[src/rtl/key_frame_sched_if.sv]
// Bus bundle for key_frame_sched: the SPI byte-read handshake plus the
// single-port snapshot RAM port. The scheduler side is the master.
interface key_frame_sched_if;
  // SPI register-read side
  logic       cs_i;
  logic       rd_req_i;
  logic [7:0] rd_addr_i;
  logic [7:0] rd_data_o;
  logic       rd_ack_o;
  // Snapshot RAM side
  logic [7:0] ram_addr_o;
  logic       ram_we_o;
  logic [7:0] ram_wdata_o;
  logic [7:0] ram_rdata_i;

  modport master (
    input  cs_i, rd_req_i, rd_addr_i, ram_rdata_i,
    output rd_data_o, rd_ack_o, ram_addr_o, ram_we_o, ram_wdata_o
  );

  modport slave (
    output cs_i, rd_req_i, rd_addr_i, ram_rdata_i,
    input  rd_data_o, rd_ack_o, ram_addr_o, ram_we_o, ram_wdata_o
  );
endinterface

[src/rtl/key_frame_sched.sv]
// key_frame_sched: owns the single-port key snapshot RAM. Periodically
// snapshots the padded key vector and writes it as 8-bit groups, serves
// SPI byte reads through the same port, and holds frame updates off while
// chip-select is active so the host always sees one coherent frame.
module key_frame_sched #(
  parameter int NUM_GROUPS = 8,
  parameter int SCAN_DIV   = 778
) (
  input  logic                    clk_g_i,
  input  logic                    rstn_g_i,
  input  logic [NUM_GROUPS*8-1:0] keys_i,
  key_frame_sched_if.master       bus,
  output logic [7:0]              frame_cnt_o,
  output logic                    err_o
);

  typedef enum logic [2:0] {IDLE, RD_ADDR, RD_WAIT, RD_DONE, SCAN} state_t;

  localparam int               DIV_W    = (SCAN_DIV > 1) ? $clog2(SCAN_DIV) : 1;
  localparam logic [DIV_W-1:0] DIV_LAST = DIV_W'(SCAN_DIV - 1);
  localparam logic [7:0]       NG       = 8'(NUM_GROUPS);
  localparam logic [7:0]       LAST_IDX = 8'(NUM_GROUPS - 1);

  state_t                  state_reg, state_next;
  logic [DIV_W-1:0]        div_reg, div_next;
  logic                    scan_pend_reg, scan_pend_next;
  logic                    pend_valid_reg, pend_valid_next;
  logic [7:0]              pend_addr_reg, pend_addr_next;
  logic [7:0]              rd_addr_reg, rd_addr_next;
  logic [7:0]              idx_reg, idx_next;
  logic [NUM_GROUPS*8-1:0] snap_reg, snap_next;
  logic [7:0]              rd_data_reg, rd_data_next;
  logic                    rd_ack_reg, rd_ack_next;
  logic [7:0]              ram_addr_reg, ram_addr_next;
  logic                    ram_we_reg, ram_we_next;
  logic [7:0]              ram_wdata_reg, ram_wdata_next;
  logic [7:0]              frame_cnt_reg, frame_cnt_next;
  logic                    err_reg, err_next;

  logic                    tick;
  logic                    req_valid;
  logic                    scan_start;
  logic [7:0]              start_addr;
  logic [7:0]              idx_step;

  // Snapshot viewed as a full 256-entry group table so an 8-bit index
  // selects directly; entries beyond NUM_GROUPS read as zero.
  logic [7:0] snap_group [0:255];

  for (genvar gi = 0; gi < 256; gi++) begin : g_group
    if (gi < NUM_GROUPS) begin : g_used
      assign snap_group[gi] = snap_reg[gi*8 +: 8];
    end else begin : g_unused
      assign snap_group[gi] = 8'h00;
    end
  end

  // Divider wrap produces the frame-update tick; reads with cs high are ignored.
  assign tick      = (div_reg == DIV_LAST);
  assign req_valid = bus.rd_req_i && !bus.cs_i;
  assign idx_step  = idx_reg + 8'd1;

  // Next-state and registered-output logic for the scheduler.
  always_comb begin
    state_next      = state_reg;
    div_next        = tick ? '0 : div_reg + DIV_W'(1);
    scan_pend_next  = scan_pend_reg;
    pend_valid_next = pend_valid_reg;
    pend_addr_next  = pend_addr_reg;
    rd_addr_next    = rd_addr_reg;
    idx_next        = idx_reg;
    snap_next       = snap_reg;
    rd_data_next    = rd_data_reg;
    rd_ack_next     = 1'b0;
    ram_addr_next   = ram_addr_reg;
    ram_we_next     = 1'b0;
    ram_wdata_next  = ram_wdata_reg;
    frame_cnt_next  = frame_cnt_reg;
    err_next        = err_reg;
    scan_start      = 1'b0;
    start_addr      = 8'h00;

    case (state_reg)
      // RD_DONE's exit edge arbitrates exactly like IDLE, which is what
      // lets reads be sustained every 3 cycles.
      IDLE, RD_DONE: begin
        if (pend_valid_reg || req_valid) begin
          start_addr   = pend_valid_reg ? pend_addr_reg : bus.rd_addr_i;
          rd_addr_next = start_addr;
          if (start_addr < NG) begin
            ram_addr_next = start_addr;
          end
          state_next = RD_ADDR;
          // Servicing the held read frees the slot; a fresh request refills it.
          if (pend_valid_reg) begin
            pend_valid_next = req_valid;
            if (req_valid) begin
              pend_addr_next = bus.rd_addr_i;
            end
          end
        end else if (scan_pend_reg && bus.cs_i) begin
          scan_start     = 1'b1;
          snap_next      = keys_i;
          idx_next       = 8'h00;
          ram_we_next    = 1'b1;
          ram_addr_next  = 8'h00;
          ram_wdata_next = keys_i[7:0];
          state_next     = SCAN;
        end else begin
          state_next = IDLE;
        end
      end

      RD_ADDR: begin
        state_next = RD_WAIT;
      end

      // RAM data is valid now; every address class completes here.
      RD_WAIT: begin
        if (rd_addr_reg < NG) begin
          rd_data_next = bus.ram_rdata_i;
        end else if (rd_addr_reg == NG) begin
          rd_data_next = frame_cnt_reg;
        end else begin
          rd_data_next = 8'h00;
        end
        rd_ack_next = 1'b1;
        state_next  = RD_DONE;
      end

      SCAN: begin
        if (idx_reg == LAST_IDX) begin
          frame_cnt_next = frame_cnt_reg + 8'd1;
          state_next     = IDLE;
        end else begin
          idx_next       = idx_step;
          ram_we_next    = 1'b1;
          ram_addr_next  = idx_step;
          ram_wdata_next = snap_group[idx_step];
        end
      end

      default: begin
        state_next = IDLE;
      end
    endcase

    // Requests arriving while busy are held in the one-deep slot.
    if (req_valid && (state_reg inside {RD_ADDR, RD_WAIT, SCAN})) begin
      if (pend_valid_reg) begin
        err_next = 1'b1;
      end else begin
        pend_valid_next = 1'b1;
        pend_addr_next  = bus.rd_addr_i;
      end
    end

    // A tick landing on the scan-start edge becomes the next pending scan.
    if (tick) begin
      scan_pend_next = 1'b1;
      if (scan_pend_reg && !scan_start) begin
        err_next = 1'b1;
      end
    end else if (scan_start) begin
      scan_pend_next = 1'b0;
    end
  end

  // FSM state register.
  always_ff @(posedge clk_g_i or negedge rstn_g_i) begin
    if (!rstn_g_i) begin
      state_reg <= IDLE;
    end else begin
      state_reg <= state_next;
    end
  end

  // Datapath and output registers; reset drops any operation in flight.
  always_ff @(posedge clk_g_i or negedge rstn_g_i) begin
    if (!rstn_g_i) begin
      div_reg        <= '0;
      scan_pend_reg  <= 1'b0;
      pend_valid_reg <= 1'b0;
      pend_addr_reg  <= 8'h00;
      rd_addr_reg    <= 8'h00;
      idx_reg        <= 8'h00;
      snap_reg       <= '0;
      rd_data_reg    <= 8'h00;
      rd_ack_reg     <= 1'b0;
      ram_addr_reg   <= 8'h00;
      ram_we_reg     <= 1'b0;
      ram_wdata_reg  <= 8'h00;
      frame_cnt_reg  <= 8'h00;
      err_reg        <= 1'b0;
    end else begin
      div_reg        <= div_next;
      scan_pend_reg  <= scan_pend_next;
      pend_valid_reg <= pend_valid_next;
      pend_addr_reg  <= pend_addr_next;
      rd_addr_reg    <= rd_addr_next;
      idx_reg        <= idx_next;
      snap_reg       <= snap_next;
      rd_data_reg    <= rd_data_next;
      rd_ack_reg     <= rd_ack_next;
      ram_addr_reg   <= ram_addr_next;
      ram_we_reg     <= ram_we_next;
      ram_wdata_reg  <= ram_wdata_next;
      frame_cnt_reg  <= frame_cnt_next;
      err_reg        <= err_next;
    end
  end

  assign bus.rd_data_o   = rd_data_reg;
  assign bus.rd_ack_o    = rd_ack_reg;
  assign bus.ram_addr_o  = ram_addr_reg;
  assign bus.ram_we_o    = ram_we_reg;
  assign bus.ram_wdata_o = ram_wdata_reg;
  assign frame_cnt_o     = frame_cnt_reg;
  assign err_o           = err_reg;

endmodule

[src/flat_wrapper.sv]
// flat-port wrapper written by rule: the top's interface ports become plain ports
module key_frame_sched_flat 
#(
  parameter int NUM_GROUPS = 8,
  parameter int SCAN_DIV   = 778
)
  (clk_g_i, rstn_g_i, keys_i, frame_cnt_o, err_o, bus_cs_i, bus_rd_req_i, bus_rd_addr_i, bus_ram_rdata_i, bus_rd_data_o, bus_rd_ack_o, bus_ram_addr_o, bus_ram_we_o, bus_ram_wdata_o);
  key_frame_sched_if bus_i ();
  input  logic clk_g_i;
  input  logic rstn_g_i;
  input  logic [NUM_GROUPS*8-1:0] keys_i;
  output logic [7:0] frame_cnt_o;
  output logic err_o;
  input wire logic [$bits(bus_i.cs_i)-1:0] bus_cs_i;
  input wire logic [$bits(bus_i.rd_req_i)-1:0] bus_rd_req_i;
  input wire logic [$bits(bus_i.rd_addr_i)-1:0] bus_rd_addr_i;
  input wire logic [$bits(bus_i.ram_rdata_i)-1:0] bus_ram_rdata_i;
  output wire logic [$bits(bus_i.rd_data_o)-1:0] bus_rd_data_o;
  output wire logic [$bits(bus_i.rd_ack_o)-1:0] bus_rd_ack_o;
  output wire logic [$bits(bus_i.ram_addr_o)-1:0] bus_ram_addr_o;
  output wire logic [$bits(bus_i.ram_we_o)-1:0] bus_ram_we_o;
  output wire logic [$bits(bus_i.ram_wdata_o)-1:0] bus_ram_wdata_o;
  assign bus_i.cs_i = bus_cs_i;
  assign bus_i.rd_req_i = bus_rd_req_i;
  assign bus_i.rd_addr_i = bus_rd_addr_i;
  assign bus_i.ram_rdata_i = bus_ram_rdata_i;
  assign bus_rd_data_o = bus_i.rd_data_o;
  assign bus_rd_ack_o = bus_i.rd_ack_o;
  assign bus_ram_addr_o = bus_i.ram_addr_o;
  assign bus_ram_we_o = bus_i.ram_we_o;
  assign bus_ram_wdata_o = bus_i.ram_wdata_o;
  key_frame_sched #(.NUM_GROUPS(NUM_GROUPS), .SCAN_DIV(SCAN_DIV)) u_core (.clk_g_i(clk_g_i), .rstn_g_i(rstn_g_i), .keys_i(keys_i), .bus(bus_i), .frame_cnt_o(frame_cnt_o), .err_o(err_o));
endmodule
[config.mk]
export PLATFORM = sky130hd
export DESIGN_NAME = key_frame_sched_flat
export DESIGN_NICKNAME = d
export VERILOG_FILES = /design/src/rtl/key_frame_sched_if.sv /design/src/rtl/key_frame_sched.sv /design/src/flat_wrapper.sv
export SDC_FILE = /design/constraint.sdc
export NUM_CORES = 1
export LEC_CHECK = 0
export ABC_AREA = 1
export BUFFER_PORTS_ARGS = -buffer_cell sky130_fd_sc_hd__buf_2
export CORE_UTILIZATION = 30
export DETAILED_ROUTE_END_ITERATION = 10
export SYNTH_ARGS = -nofsm -noshare
export SYNTH_HDL_FRONTEND = slang
export SYNTH_SLANG_ARGS = --single-unit
[constraint.sdc]
create_clock -name clk_g_i -period 2.2 [get_ports clk_g_i]
set_input_delay 0.22 -clock clk_g_i [delete_from_list [all_inputs] [get_ports clk_g_i]]
set_output_delay 0.22 -clock clk_g_i [all_outputs]
set_load 0.005 [all_outputs]
==> results of run 1 <==
[per-layer routing]
metal  GRT usage, %  vias up  part of all wire (%)
met5              0        -                     0
met4          5.147        0                   1.4
met3          3.601       15                   4.3
met2          23.42      113                    44
met1          21.55     2638                    50
li1               -     2970                     -
[layout by cell type (no fill, tap or decap), drive strengths merged, types with 2 or more instances in the layout]
cell type,n
dfrtp,138
xor2,3
nor2,53
a2bb2oi,8
ha,4
xnor2,4
nand3,63
mux2i,4
a21oi,15
nand4,8
nor3,2
o21ai,108
buf,135
a21boi,2
dlygate4sd3,17
o21bai,2
inv,120
nand2,286
clkbuf,23
clkinv,9
[worst min path at each step]
| stage | cells after the start | from | endpoint |
|---|---|---|---|
| floorplan | 0 | rstn_g_i | u_core.bus.ram_addr_o[0] |
| global placement | 1 | rstn_g_i | u_core.snap_reg[52] |
| detailed placement | 1 | rstn_g_i | u_core.snap_reg[49] |
| CTS | 3 | keys_i[29] | u_core.snap_reg[29] |
| global route | 3 | keys_i[46] | u_core.snap_reg[46] |
| finish | 3 | keys_i[50] | u_core.snap_reg[50] |
[worst register-to-register path, cell delays in order, from the launching register on]
cell	delay [ns]
dfrtp_1	0.41
inv_1	0.09
nand2_1	0.09
a21oi_4	0.23
nand3_4	0.09
buf_4	0.22
nand2_4	0.26
o21ai_0	0.15
nor2_1	0.12
nor2_1	0.04
[power by group through the flow]
stage	clock, mW	sequential [mW]	combinational (mW)
4_1_cts	2.80	4.01	4.44
3_3_place_gp	0	4.03	4.34
5_1_grt	2.92	4.13	5.06
3_5_place_dp	0	4.05	4.39
6_report	2.73	4.00	4.39
2_1_floorplan	0	3.95	3.21
[area by class of cell]
class / count / area [µm²]
clock inverter: 9 / 91.34
multi-input combinational: 565 / 2701
clock buffer: 23 / 478.0
timing repair buffer: 152 / 919.6
inverter: 122 / 459.2
tap: 280 / 350.3
sequential: 138 / 3453
fill: 2289 / 13640
[synthesized netlist by cell type, types with 2 or more instances]
cell type	number	area [µm²]
dfrtp_1	138	3453
buf_2	12	60.06
nor3_1	2	10.01
o21ai_0	65	325.3
nand2_1	281	1055
xor2_1	3	26.28
clkbuf_1	4	15.01
nand2_2	4	25.02
ha_1	4	50.05
nor2_2	3	18.77
o21ai_2	20	175.2
buf_6	12	135.1
buf_4	3	22.52
nor2_4	2	22.52
inv_2	4	15.01
nand4_1	8	50.05
nand3_1	61	305.3
mux2i_1	4	40.04
o21ai_1	23	115.1
a21oi_1	13	65.06
nor2_1	48	180.2
inv_1	117	439.2
xnor2_1	4	35.03
a2bb2oi_1	8	70.07
[metrics by stage]
| step | worst slack, ns | util, % |
|---|---|---|
| finish | 0.3869 | 38.26 |
| global route | 0.2196 | 38.26 |
| CTS | 0.3817 | 38.26 |
| detailed placement | 0.3957 | 34.91 |
| global placement | 0.4382 | 34.91 |
| floorplan | 0.5435 | - |
[cell families (layout without fill, tap and decap cells)]
group / Yosys count / count (layout)
buf+inv: 154 / 306
xor+xnor: 7 / 7
mux: 4 / 4
fa+ha+maj: 4 / 4
simple gates: 414 / 414
flops: 138 / 138
compound gates: 136 / 136
==> reports/qor.csv, run 1 <==
metric,value,unit
Syn Nets,945,
vias in the first global route,5594,
# IOs,119,
syn avg cell area,7.992,µm²
Final Hold Fails,0,
initial antenna violation count,0,
Synth async-reset ratio,100.0,%
reg2reg path depth,9,
CP max-delay cell,dfrtp_1,
Synth Register Bits,138,
Ys Warns,0,
num rows,54,
P_leak,4.358,nW
number of synthesized flops with an enable pin,0,
share of post-route cells with drive strength above 1,20.22,%
adder-cell area share of the yosys netlist,0.7307,%
Clock Latency Late Sink,0.42,ns
worst path cell trace,inv_1 > nand2_1 > a21oi_4 > nand3_4 > buf_4 > nand2_4 > o21ai_0 > nor2_1 > nor2_1,
dpl hpwl,12630,µm
grt ovf,0,
final setup fails,0,
Num CTS Buffers,17,
Critical Path Start Type,flop,
WHS,0.01689,ns
WL per Instance,13.10,µm
FMAX,0.5515,GHz
Area growth syn-to-layout,23.42,%
core area,0.02209,mm²
Comb pwr share,39.5,%
Switching Share,38.37,%
cts repair resizes,0,
cell count after synthesis,857,
Pwr Total,11.12,mW
first-pass GRT wire length,28350,µm
n_diodes,0,
RSZ-0062 raised after global routing,no,
CP arrival,2.12,ns
number of remaining DRC errors,0,
Worst Path Buf+Inv,2,
Net Sw Power,4.266,mW
max reg flops,64,
RR Startpoint,u_core.state_reg[0],
mapped cell area,0.006849,mm²
CTS tree,yes,
min Tclk post-route,1.813,ns
die height,153.1,µm
DR vias,5736,
status,finished clean,
xor and xnor area share after synthesis,0.8951,%
setup TNS,0,ns
DRT iter0 DRCs,357,
Die ar.,0.02344,mm²
Root Driver,clkbuf_16,
Setup crit end,u_core.bus.ram_wdata_o[1],
DP Cell Count,1240,
part of the cycle the worst path needs,82.41,%
"Clk pin slew, worst setup/hold paths",0.06,ns
"Worst Path Class, Setup",reg2reg,
Hold Path Class,in2reg,
Max Transition Viols Final,0,
DP Area,0.007714,mm²
compound-cell area share of the yosys netlist,12.02,%
Worst Setup SP,u_core.state_reg[0],
initial core utilization,31.00,%
sequential area share after synthesis,50.42,%
Levels on crit path,9,
Non-Filler Instances,1289,
pin count of the biggest net entering global routing,56,
first-pass iteration count of the detailed router,4,
Worst Clk Skew,0.009236,ns
crit path max fanout,27,
pwr/cell area,1315,mW/mm²
"most used cell, CP",nor2_1,
mux contribution to synthesized area,0.5846,%
clk buf depth,2,
Finished Cell Area,0.008453,mm²
sequential group share of total power,36.0,%
worst slew pin tran,0.6608,ns
Vias per Instance,4.450,
FF-to-FF setup slack,0.39,ns
worst reg2reg endpoint,u_core.bus.ram_wdata_o[1],
largest family of logic cells by synthesized area,simple AND/OR/NAND/NOR gates,
internal power,6.852,mW
Die Width,153.1,µm
Routed WL,16880,µm
peak supply drop,0.5662,mV
CTS Hold Buffers Added,17,
post-route ant nets,0,
crit end category,flop,
Port-buffer cells,118,
CP max stage delay,0.41,ns
MaxCap Viol Count,0,
Post-Synth Simple-Gate Area,25.21,%
fin nets,1084,
CP top delay family,simple AND/OR/NAND/NOR gates,
Clock Sinks,138,
post-CTS setup repair buffer count,0,
CP required,2.51,ns
clock network fraction of design power,24.6,%
Unique masters post-synth,38,
Main synth FF type,dfrtp_1,
Slew HR,55.83,%
Total GRT Usage,15.43,%
Placer Congestion,0.8257,
CTS HTree Levels,4,
(Power assumes the default switching activity.)
==> inputs of run 2 (changes only) <==
- clock period: 2.2 -> 1.6 ns (I/O delays scaled with it)
==> reports/qor.csv, run 2 (synthesis gave the netlist of run 1 again) <==
metric,value,unit
status,finished with violations,
failing checks,setup timing,
WHS,0.01782,ns
Clock Latency Late Sink,0.43,ns
max reg flops,64,
setup TNS,-0.1445,ns
crit path max fanout,7,
"most common cell after layout, fill and taps aside",nand2_1,
clk buf depth,2,
pin count of the biggest net entering global routing,49,
Die Width,153.1,µm
"Clk pin slew, worst setup/hold paths",0.07,ns
core area,0.02209,mm²
Placer Congestion,0.8459,
Final Hold Fails,0,
DP Cell Count,1259,
vias in the first global route,6182,
RSZ-0062 raised after global routing,yes,
WL per Instance,13.77,µm
Num CTS Buffers,17,
Area growth syn-to-layout,40.17,%
Vias per Instance,4.531,
dpl hpwl,13330,µm
CTS HTree Levels,4,
Worst Clk Skew,0.008831,ns
grt ovf,0,
Routed WL,18870,µm
Total GRT Usage,16.96,%
Die ar.,0.02344,mm²
DRT iter0 DRCs,504,
Root Driver,clkbuf_16,
DP Area,0.007906,mm²
CTS tree,yes,
Max Transition Viols Final,0,
num rows,54,
share of post-route cells with drive strength above 1,24.68,%
"Worst Path Class, Setup",reg2reg,
crit end category,flop,
CP arrival,1.96,ns
"Worst Setup Slack, final",-0.03635,ns
number of remaining DRC errors,0,
Non-Filler Instances,1370,
Finished Cell Area,0.009600,mm²
fin nets,1165,
CP required,1.92,ns
final setup fails,5,
Clock Sinks,138,
Hold Path Class,in2reg,
initial core utilization,31.00,%
Slew HR,77.20,%
die height,153.1,µm
# IOs,119,
Critical Path Start Type,flop,
initial antenna violation count,0,
P_leak,4.836,nW
post-route ant nets,0,
first-pass GRT wire length,31400,µm
pwr/cell area,1777,mW/mm²
Pwr Total,17.06,mW
"commonest non-fill, non-tap cells in the layout","nand2_1 (272), dfrtp_1 (136), buf_2 (117)",
part of the cycle the worst path needs,102.3,%
MaxCap Viol Count,0,
fillers,2176,
first-pass iteration count of the detailed router,5,
Port-buffer cells,118,
DR vias,6208,
min Tclk post-route,1.636,ns
n_diodes,0,
FMAX,0.6111,GHz
worst slew pin tran,0.3324,ns
peak supply drop,0.8086,mV
[run 2: cell types whose count changed in the layout (fill, tap and decap cells not counted), moves of 5 or more]
| cell | change |
|---|---|
| inv_6 | +6 |
| nor2_2 | +8 |
| buf_12 | +6 |
| buf_6 | +7 |
| nand2_1 | -9 |
| nor2_1 | -9 |
| buf_4 | +11 |
| nand2_2 | +5 |
| dlygate4sd3_1 | +50 |
| o21ai_0 | -6 |
[run 2: timing repair]
action | 4_1_cts | 5_1_grt
buffers inserted | 2 | 5
endpoints found under the setup margin | 20 | 57
hold endpoints to repair | 204 | 0
hold buffers | 67 | 0
pin swaps | 10 | 14
gates resized for setup | 13 | 48
cloned | 2 | 3
[run 2: worst max-delay path, stage by stage (launching register included)]
cell     delay [ns]
dfrtp_1        0.39
ha_4           0.18
nand2_2        0.05
inv_2          0.06
nand4_1        0.19
buf_4          0.21
nor2_4         0.20
nand3_2        0.10
xor2_1         0.15
[run 2: routing by layer]
layer	vias up	track usage (%)	routed length, µm
met4	0	5.099	253
li1	3139	-	-
met5	-	0	0
met2	141	26.55	8723
met3	24	3.828	827
met1	2904	23.32	9066
[run 2: final cells by class]
class                           count  area (µm²)  area share (%)
Sequential cell                   138        3456           36.00
Tap cell                          280       350.3           3.649
Clock inverter                     15       235.2           2.450
Multi-Input combinational cell    567        2856           29.75
Clock buffer                       17       425.4           4.431
Timing Repair Buffer              231        1809           18.85
Inverter                          122       467.9           4.874
[run 2: power by group]
| part | total (mW) | switching (mW) | internal (mW) | leakage [nW] |
|---|---|---|---|---|
| clock network | 4.42 | 1.62 | 2.80 | 0.316 |
| logic | 7.11 | 4.15 | 2.96 | 2.81 |
| registers | 5.53 | 0.632 | 4.90 | 1.71 |
[run 2: path summary, 6_finish.rpt]
kind / slack (ns) / to / cells after the start / startpoint
setup / recovery: -0.04 / u_core.frame_cnt_o[4] / 8 / u_core.idx_reg[0]
hold / removal: 0.02 / u_core.snap_reg[1] / 3 / keys_i[1]
setup reg to reg: -0.04 / u_core.frame_cnt_o[4] / 8 / u_core.idx_reg[0]
hold reg to reg: 0.47 / u_core.bus.ram_addr_o[3] / 2 / u_core.bus.ram_addr_o[3]
max in group asynchronous: 0.83 / u_core.state_reg[0] / 3 / rstn_g_i
min in group asynchronous: 0.19 / u_core.snap_reg[56] / 2 / rstn_g_i
[run 2: metrics by stage]
stage | setup slack (ns) | utilization, %
3_5_place_dp | -0.1045 | 35.79
6_report | -0.03635 | 43.45
5_1_grt | -0.1179 | 43.45
3_3_place_gp | -0.07486 | 35.79
2_1_floorplan | 0.003678 | -
4_1_cts | -0.04232 | 42.39
